==> config.mk <==
export PLATFORM = sky130hd
export DESIGN_NAME = blink_arbiter
export DESIGN_NICKNAME = d
export VERILOG_FILES = /design/src/rtl/blink_arbiter.sv
export SDC_FILE = /design/constraint.sdc
export NUM_CORES = 1
export LEC_CHECK = 0
export CORE_AREA = 2 2 70 72
export CTS_CLUSTER_DIAMETER = 120
export DETAILED_ROUTE_END_ITERATION = 7
export DIE_AREA = 0 0 72 74
export GPL_TIMING_DRIVEN = 0
export HOLD_SLACK_MARGIN = 0.05
export PLACE_DENSITY_LB_ADDON = 0.15
export SETUP_SLACK_MARGIN = 0.2
export SYNTH_ARGS = -nofsm -noshare
export SYNTH_HDL_FRONTEND = slang
export SYNTH_SLANG_ARGS = --single-unit
==> constraint.sdc <==
create_clock -name clk -period 6.7 [get_ports clk]
set_clock_uncertainty 0.15 [all_clocks]
set_input_delay 1.34 -clock clk [delete_from_list [all_inputs] [get_ports clk]]
set_output_delay 1.34 -clock clk [all_outputs]
set_load 0.01 [all_outputs]
==> src/rtl/blink_arbiter.sv <==
// blink_arbiter: round-robin share of a single LED blink engine.
// Each granted requester gets a burst of N ON/OFF pulses followed by a
// quiet gap; completion is reported with a one-cycle done strobe.
//
// state | meaning
// IDLE  | no owner; arbitrate among pending requests
// ON    | LED high for ON_CYC cycles of the current pulse
// OFF   | LED low for OFF_CYC cycles after a pulse
// GAP   | LED low for GAP_CYC cycles before releasing the engine
module blink_arbiter #(
    parameter int NREQ    = 4,
    parameter int CBITS   = 8,
    parameter int PBITS   = 3,
    parameter int ON_CYC  = 4,
    parameter int OFF_CYC = 4,
    parameter int GAP_CYC = 8
) (
    input  logic                   clk,
    input  logic                   rst,
    input  logic [NREQ-1:0]        req,
    input  logic [NREQ*PBITS-1:0]  pulses,
    output logic [NREQ-1:0]        grant,
    output logic [NREQ-1:0]        done,
    output logic                   led,
    output logic                   busy
);
    localparam int IW = (NREQ > 1) ? $clog2(NREQ) : 1;

    localparam logic [CBITS-1:0] ON_LOAD  = CBITS'(ON_CYC - 1);
    localparam logic [CBITS-1:0] OFF_LOAD = CBITS'(OFF_CYC - 1);
    localparam logic [CBITS-1:0] GAP_LOAD = CBITS'(GAP_CYC - 1);

    typedef enum logic [1:0] {
        S_IDLE = 2'd0,
        S_ON   = 2'd1,
        S_OFF  = 2'd2,
        S_GAP  = 2'd3
    } state_t;

    state_t            state;
    state_t            state_nxt;
    logic [CBITS-1:0]  timer;
    logic [CBITS-1:0]  timer_nxt;
    logic [PBITS-1:0]  rem;
    logic [PBITS-1:0]  rem_nxt;
    logic [IW-1:0]     rr_ptr;
    logic [IW-1:0]     rr_ptr_nxt;
    logic [NREQ-1:0]   grant_nxt;
    logic [NREQ-1:0]   done_nxt;
    logic              led_nxt;

    logic [IW-1:0]     win;
    logic              win_vld;
    logic [IW-1:0]     idx;
    logic [PBITS-1:0]  win_pulses;

    // Round-robin pick: first pending requester after rr_ptr, wrapping.
    always_comb begin
        win     = rr_ptr;
        win_vld = 1'b0;
        idx     = '0;
        for (int k = 1; k <= NREQ; k++) begin
            idx = IW'((int'(rr_ptr) + k) % NREQ);
            if (!win_vld && req[idx]) begin
                win_vld = 1'b1;
                win     = idx;
            end
        end
    end

    assign win_pulses = pulses[int'(win)*PBITS +: PBITS];

    // State and registered outputs; reset aborts any burst without a done.
    always_ff @(posedge clk or posedge rst) begin
        if (rst) begin
            state  <= S_IDLE;
            timer  <= '0;
            rem    <= '0;
            rr_ptr <= IW'(NREQ - 1);
            grant  <= '0;
            done   <= '0;
            led    <= 1'b0;
        end else begin
            state  <= state_nxt;
            timer  <= timer_nxt;
            rem    <= rem_nxt;
            rr_ptr <= rr_ptr_nxt;
            grant  <= grant_nxt;
            done   <= done_nxt;
            led    <= led_nxt;
        end
    end

    // Next state, phase timer, remaining pulse count and arbitration pointer.
    always_comb begin
        state_nxt  = state;
        timer_nxt  = timer;
        rem_nxt    = rem;
        rr_ptr_nxt = rr_ptr;
        case (state)
            S_IDLE: begin
                if (win_vld) begin
                    rr_ptr_nxt = win;
                    rem_nxt    = win_pulses;
                    if (win_pulses != '0) begin
                        state_nxt = S_ON;
                        timer_nxt = ON_LOAD;
                    end else begin
                        state_nxt = S_GAP;
                        timer_nxt = GAP_LOAD;
                    end
                end
            end
            S_ON: begin
                if (timer == '0) begin
                    state_nxt = S_OFF;
                    timer_nxt = OFF_LOAD;
                    rem_nxt   = rem - PBITS'(1);
                end else begin
                    timer_nxt = timer - CBITS'(1);
                end
            end
            S_OFF: begin
                if (timer == '0) begin
                    if (rem != '0) begin
                        state_nxt = S_ON;
                        timer_nxt = ON_LOAD;
                    end else begin
                        state_nxt = S_GAP;
                        timer_nxt = GAP_LOAD;
                    end
                end else begin
                    timer_nxt = timer - CBITS'(1);
                end
            end
            S_GAP: begin
                if (timer == '0) begin
                    state_nxt = S_IDLE;
                end else begin
                    timer_nxt = timer - CBITS'(1);
                end
            end
            default: state_nxt = S_IDLE;
        endcase
    end

    // Next values of the registered outputs; done mirrors the released grant.
    always_comb begin
        led_nxt   = (state_nxt == S_ON);
        grant_nxt = grant;
        done_nxt  = '0;
        if (state == S_IDLE) begin
            grant_nxt = win_vld ? (NREQ'(1) << win) : '0;
        end else if (state == S_GAP && state_nxt == S_IDLE) begin
            grant_nxt = '0;
            done_nxt  = grant;
        end
    end

    assign busy = (state != S_IDLE);

endmodule

Word level (Yosys, flattened, before mapping)
Index checks and enable logic that the tools add are counted.
{"block": "word_totals", "elab_cells": 83, "input_bits": 18, "register_bits": 24}
{"block": "classes", "addsub": 6, "multipliers": 1, "muxes": 38, "order_cmp": 4, "n_shift": 2, "reduce_logical": 18, "eq_ne": 7}
{"op": "8-bit two-way mux", "n": 4}
{"op": "8-bit one-hot mux with 4 select lines", "n": 1}
{"op": "2-bit two-way mux", "n": 10}
{"op": "4-bit two-way mux", "n": 5}
{"op": "2-bit by 3-bit < comparator with 1-bit output, second input constant", "n": 4}
{"op": "3-bit two-way mux", "n": 4}
{"op": "12-bit by 5-bit variable part select with 3-bit output", "n": 1}
{"op": "1-bit binary-select mux with 2-bit select", "n": 4}
{"op": "8-bit logical NOT", "n": 1}
{"op": "1-bit two-way mux", "n": 8}
{"op": "2-bit one-hot mux with 4 select lines", "n": 1}
{"op": "8-bit by 1-bit subtractor with 8-bit output, second input constant", "n": 1}
{"op": "2-bit inequality test, second input constant", "n": 3}
{"op": "3-bit one-hot mux with 2 select lines", "n": 1}
{"op": "2-bit nonzero test", "n": 3}
{"op": "3-bit nonzero test", "n": 2}
{"op": "2-bit by 1-bit adder with 2-bit output, second input constant", "n": 2}
{"op": "2-bit adder, second input constant", "n": 2}
{"op": "2-bit by 1-bit == test with 1-bit output, second input constant", "n": 2}
{"op": "2-bit == test, second input constant", "n": 2}
{"op": "1-bit logical AND", "n": 4}
{"op": "2-bit logical NOT", "n": 2}
{"op": "2-bit by 2-bit multiplier with 4-bit output, second input constant", "n": 1}
{"op": "2-bit AND reduction", "n": 2}
{"op": "other kinds (4)", "n": 6}

Logic depth before layout (Yosys ltp)
{"block": "depth", "ltp_word": 23, "depth_mapped": 8}

Worst setup path before layout
Ideal clock, no wire load.
{"block": "synth_path", "path_kind": "input to register", "start": "in req[1]", "end": "reg led", "n_path_buf": 1, "t_arrival_ps": 2883, "cell_stages": 7, "setup_slack_ps": 3548, "path_cell_list": "or3b_1 o31a_2 and2_1 buf_6 a221o_1 a211o_1 o21a_1"}
{"block": "synth_via", "elab_chain_len": 19, "word_cells_on_any_way": 29, "classes_between": "1 x mul; 1 x eq/ne; 1 x shift; 19 x mux; 7 x reduce/logical"}
{"element": "start, declared", "line_no": "20", "source": "input logic [NREQ-1:0] req,"}
{"element": "1-bit binary-select mux with 2-bit select", "line_no": "64", "source": "if (!win_vld && req[idx]) begin"}
{"element": "1-bit two-way mux (implied by the code)", "line_no": "64"}
{"element": "1-bit two-way mux", "line_no": "64"}
{"element": "1-bit logical NOT", "line_no": "64"}
{"element": "1-bit logical AND", "line_no": "64"}
{"element": "1-bit two-way mux", "line_no": "64"}
{"element": "1-bit logical NOT", "line_no": "64"}
{"element": "1-bit logical AND", "line_no": "64"}
{"element": "[... 4 more ...]"}
{"element": "2-bit by 2-bit multiplier with 4-bit output", "line_no": "71", "source": "assign win_pulses = pulses[int'(win)*PBITS +: PBITS];"}
{"element": "12-bit by 5-bit variable part select with 3-bit output", "line_no": "71"}
{"element": "3-bit nonzero test", "line_no": "105", "source": "if (win_pulses != '0) begin"}
{"element": "2-bit two-way mux", "line_no": "105"}
{"element": "2-bit two-way mux *", "line_no": "102", "source": "if (win_vld) begin"}
{"element": "2-bit one-hot mux with 4 select lines *", "line_no": "100", "source": "case (state)"}
{"element": "2-bit by 1-bit == test with 1-bit output *", "line_no": "149", "source": "led_nxt = (state_nxt == S_ON);"}
{"element": "via led_nxt", "line_no": "50", "source": "logic led_nxt;"}
{"element": "end signal, assigned", "line_no": "90", "source": "led <= led_nxt;"}
{"element": "end, declared", "line_no": "24", "source": "output logic led,"}
The timed path passes the listed nets; every way through them passes the cells marked *. The select of a mux whose other input is x is not followed.
A chain may end at the register's enable or synchronous reset.

Final worst setup path
{"block": "layout_path", "start": "in req[2]", "end": "reg led"}
The elaborated chain is that of the path after synthesis.

==> results.tsv <==
stage	metric	value	unit
status	status	finished, final reports clean	
global_routing	first-pass GRT wire length	6070	um
placement	placed cell count	248	
setup_path	Cell Chain, Critical Path	clkdlybuf4s50_1 > or3b_1 > o31a_2 > and2_1 > buf_6 > a221o_1 > a211o_1 > o21a_1	
cts	CTS Root Cell	clkbuf_8	
setup_path	CP required	6720	ps
run	Max Cap Violations	0	
cts	# hold bufs at CTS	0	
setup_path	delay-heaviest family, CP	compound AO/OA/AOI/OAI gates	
pwr	Worst VDD drop	0.144	mV
cells_and_area	Nets	221	
global_routing	initial antenna violation count	0	
placement	area of placed instances	1870	um2
detailed_routing	Routed Antenna Nets	0	
synthesis	FFs w/ async S/R, synth	100	%
die	core box area	4600	um2
setup_path	Worst R2R End	rem[2]$_DFFE_PP0P_	
synthesis	Netlist cell types	50	
cells_and_area	Area Growth Syn to Fin	26.7	%
cells_and_area	Layout Utilization	42.2	%
timing	worst-margin pin slew	946	ps
detailed_routing	Routed WL per cell	14.1	um
global_routing	Overall Global Routing Usage	14.5	%
timing	unrepaired setup endpoints after global routing	no	
cts	Num Clock Sinks	24	
setup_path	reg2reg setup slack	4150	ps
worst_hold_path	Worst Hold Class	flop to flop	
global_routing	vias in the first global route	1292	
setup_path	Worst Setup SP	req[2]	
cells_and_area	layout cells sized above 1	11.1	%
setup_path	endpoint class of the critical path	flop	
cts	CTS tree	built	
die	Initial Util	33.3	%
cts	H-tree depth	1	
setup_path	R2R depth	6	
pwr	Flop pwr share	32.3	%
synthesis	Post-synth EDFFs	0	
cells_and_area	# diodes	0	
placement	dpl hpwl	2770	um
cts	Clock Latency Late Sink	270	ps
pwr	Lkg Pwr	0.844	nW
setup_path	crit path buf inv count	2	
timing	total negative slack	0	ps
timing	final slew viol count	0	
pwr	PD cells	411	nW/um2
pwr	combinational power share	51.3	%
cts	Clock Tree Buf Depth	2	
setup_path	critical path arrival	3600	ps
die	Die X	72	um
detailed_routing	Vias	1329	
pwr	net load switching power	0.323	mW
setup_path	worst-path fanout max	7	
setup_path	Worst path max stage delay	570	ps
placement	# port buffers	27	
detailed_routing	drt via density	5.27	
detailed_routing	WL final	3550	um
timing	Worst slew margin	36.8	%
cts	CTS buffer count	3	
pwr	internal power	0.475	mW
synthesis	Seq/Total Area, Yosys	39.4	%
cells_and_area	Design Area, Final	1940	um2
cells_and_area	Filler cells	451	
setup_path	slowest stage cell, crit path	clkdlybuf4s50_1	
pwr	clock share of power	16.4	%
cells_and_area	Finished Layout Cells	252	
global_routing	total gr overflow	0	
cells_and_area	area taken by multi-input logic gates	852	um2
worst_hold_path	HP Start	rem[1]$_DFFE_PP0P_	
detailed_routing	DRT iter0 DRCs	100	
setup_path	reg-to-reg startpoint	timer[6]$_DFFE_PP0P_	
die	DIE AREA	5330	um2
synthesis	Yosys reg bits	24	
worst_hold_path	Hold Path Depth	1	
die	I/O pins	28	
cts	clock edge transition at the registers on the reported setup and hold paths	90	ps
cts	post-cts resize count	0	
synthesis	Yosys warnings	0	
setup_path	Critical Setup Path Class	primary input to flop	
placement	GP Congestion	0.778	
synthesis	syn avg cell area	9.17	um2
timing	minimum clock period after layout	3580	ps
setup_path	CP Launch Type	primary input	
worst_hold_path	hold path endpoint	rem[1]$_DFFE_PP0P_	
pwr	Switching Share	40.5	%
timing	period utilization	53.4	%
cells_and_area	register area	603	um2
synthesis	synthesized area	1530	um2
die	# rows	25	
timing	final setup violating endpoints	0	
die	Die Span Y	74	um
global_routing	largest net degree at the start of global routing	25	
timing	maximum operating frequency	0.279	GHz
detailed_routing	DR DRC count	0	
timing	Fin. Hold Viols	0	
synthesis	dominant synthesized flop cell	dfrtp_1	
detailed_routing	drt pass-1 iters	4	
synthesis	Cells after Synth	167	
cts	Post-CTS Repair Setup Buffers	0	
synthesis	syn_nets	189	
-- state kept, by name (all words and copies together) (netlist names) --
| register | cells |
|---|---|
| rr_ptr | 2 |
| rem | 3 |
| timer | 8 |
| grant | 4 |
| done | 4 |
| state | 2 |
| led | 1 |
-- synthesized netlist by cell type, types with 2 or more instances --
| master | number | area share (%) |
|---|---|---|
| nand2_1 | 17 | 4.2 |
| inv_1 | 11 | 2.7 |
| dfrtp_1 | 22 | 36 |
| a21oi_2 | 2 | 1.1 |
| a21oi_1 | 7 | 2.3 |
| dfstp_2 | 2 | 3.4 |
| a32oi_1 | 5 | 2.9 |
| nor2_1 | 19 | 4.7 |
| mux2i_1 | 2 | 1.3 |
| a221o_1 | 2 | 1.3 |
| and2_1 | 5 | 2.0 |
| o22ai_1 | 2 | 0.82 |
| nand3_1 | 3 | 0.98 |
| o21ai_0 | 11 | 3.6 |
| o211a_1 | 5 | 3.3 |
| xor2_1 | 5 | 2.9 |
| o21ai_1 | 2 | 0.65 |
| o21a_1 | 2 | 0.98 |
| nor4_1 | 2 | 0.82 |
| nand2b_1 | 4 | 1.6 |
| a221oi_1 | 2 | 1.1 |
| buf_6 | 2 | 1.5 |
| ha_1 | 4 | 3.3 |
| clkbuf_1 | 2 | 0.49 |
| a31o_2 | 2 | 1.1 |
-- placed cells by master (no fill, tap or decap), types with 2 or more instances in the layout --
cell / count
a21oi_1: 7
a21oi_2: 2
a221o_1: 2
a221oi_1: 2
a31o_2: 2
a32oi_1: 5
and2_1: 5
buf_6: 2
clkbuf_1: 2
clkbuf_8: 3
clkdlybuf4s50_1: 27
dfrtp_1: 22
dfstp_2: 2
ha_1: 4
inv_1: 11
mux2i_1: 2
nand2_1: 17
nand2b_1: 4
nand3_1: 3
nor2_1: 19
nor4_1: 2
o211a_1: 5
o21a_1: 2
o21ai_0: 11
o21ai_1: 2
o22ai_1: 2
xor2_1: 5
-- worst max path at each step --
stage / end / slack [ps] / cells past startpoint
floorplan: led$_DFF_PP0_ / 3550 / 7
global placement: led$_DFF_PP0_ / 2860 / 8
detailed placement: led$_DFF_PP0_ / 2840 / 8
CTS: led$_DFF_PP0_ / 3120 / 8
global route: led$_DFF_PP0_ / 3050 / 8
finish: led$_DFF_PP0_ / 3120 / 8
-- cell type report --
cell class | instances | area share, %
buffer | 5 | 1.81
clock buffer | 3 | 2.13
clock inverter | 1 | 1.55
inverter | 11 | 2.13
multi-input combinational | 127 | 43.9
sequential | 24 | 31.1
tap | 54 | 3.48
timing repair buffer | 27 | 13.9
-- worst reg2reg max path: cells and delay by family (launching register included) --
family / cells / cell delay, ps
AO/OA/AOI/OAI: 3 / 720
flip-flops: 1 / 410
AND/OR/NAND/NOR: 3 / 1150
-- metal layers --
layer	GRT usage [%]	share of wire (%)
met1	17.8	46
met2	26.1	48
met3	2.57	4.2
met4	4.40	1.5
met5	0	0
-- kinds of logic after synthesis --
logic type	count (synthesis)	synth area share, %
muxes	2	1.31
and+or+nand+nor	65	23.9
xor gates and xnor gates	5	2.86
AOI/OAI and AO/OA	51	24.3
DFF	24	39.4
buffers and inverters	16	4.98
adders and majority gates	4	3.27
-- power groups by stage --
stage,clock network [mW],logic [mW],registers [mW]
floorplan,0,0.300,0.255
global placement,0,0.405,0.258
detailed placement,0,0.412,0.261
global route,0.139,0.463,0.267
CTS,0.134,0.415,0.257
finish,0.131,0.409,0.258
-- metrics by stage --
step	setup slack, ps	total power, mW	hold slack (ps)
6_report	3120	0.798	372
5_1_grt	3050	0.869	389
4_1_cts	3120	0.806	375
3_5_place_dp	2840	0.672	354
3_3_place_gp	2860	0.663	335
2_1_floorplan	3550	0.554	332
Power figures use the tool's default switching activity.
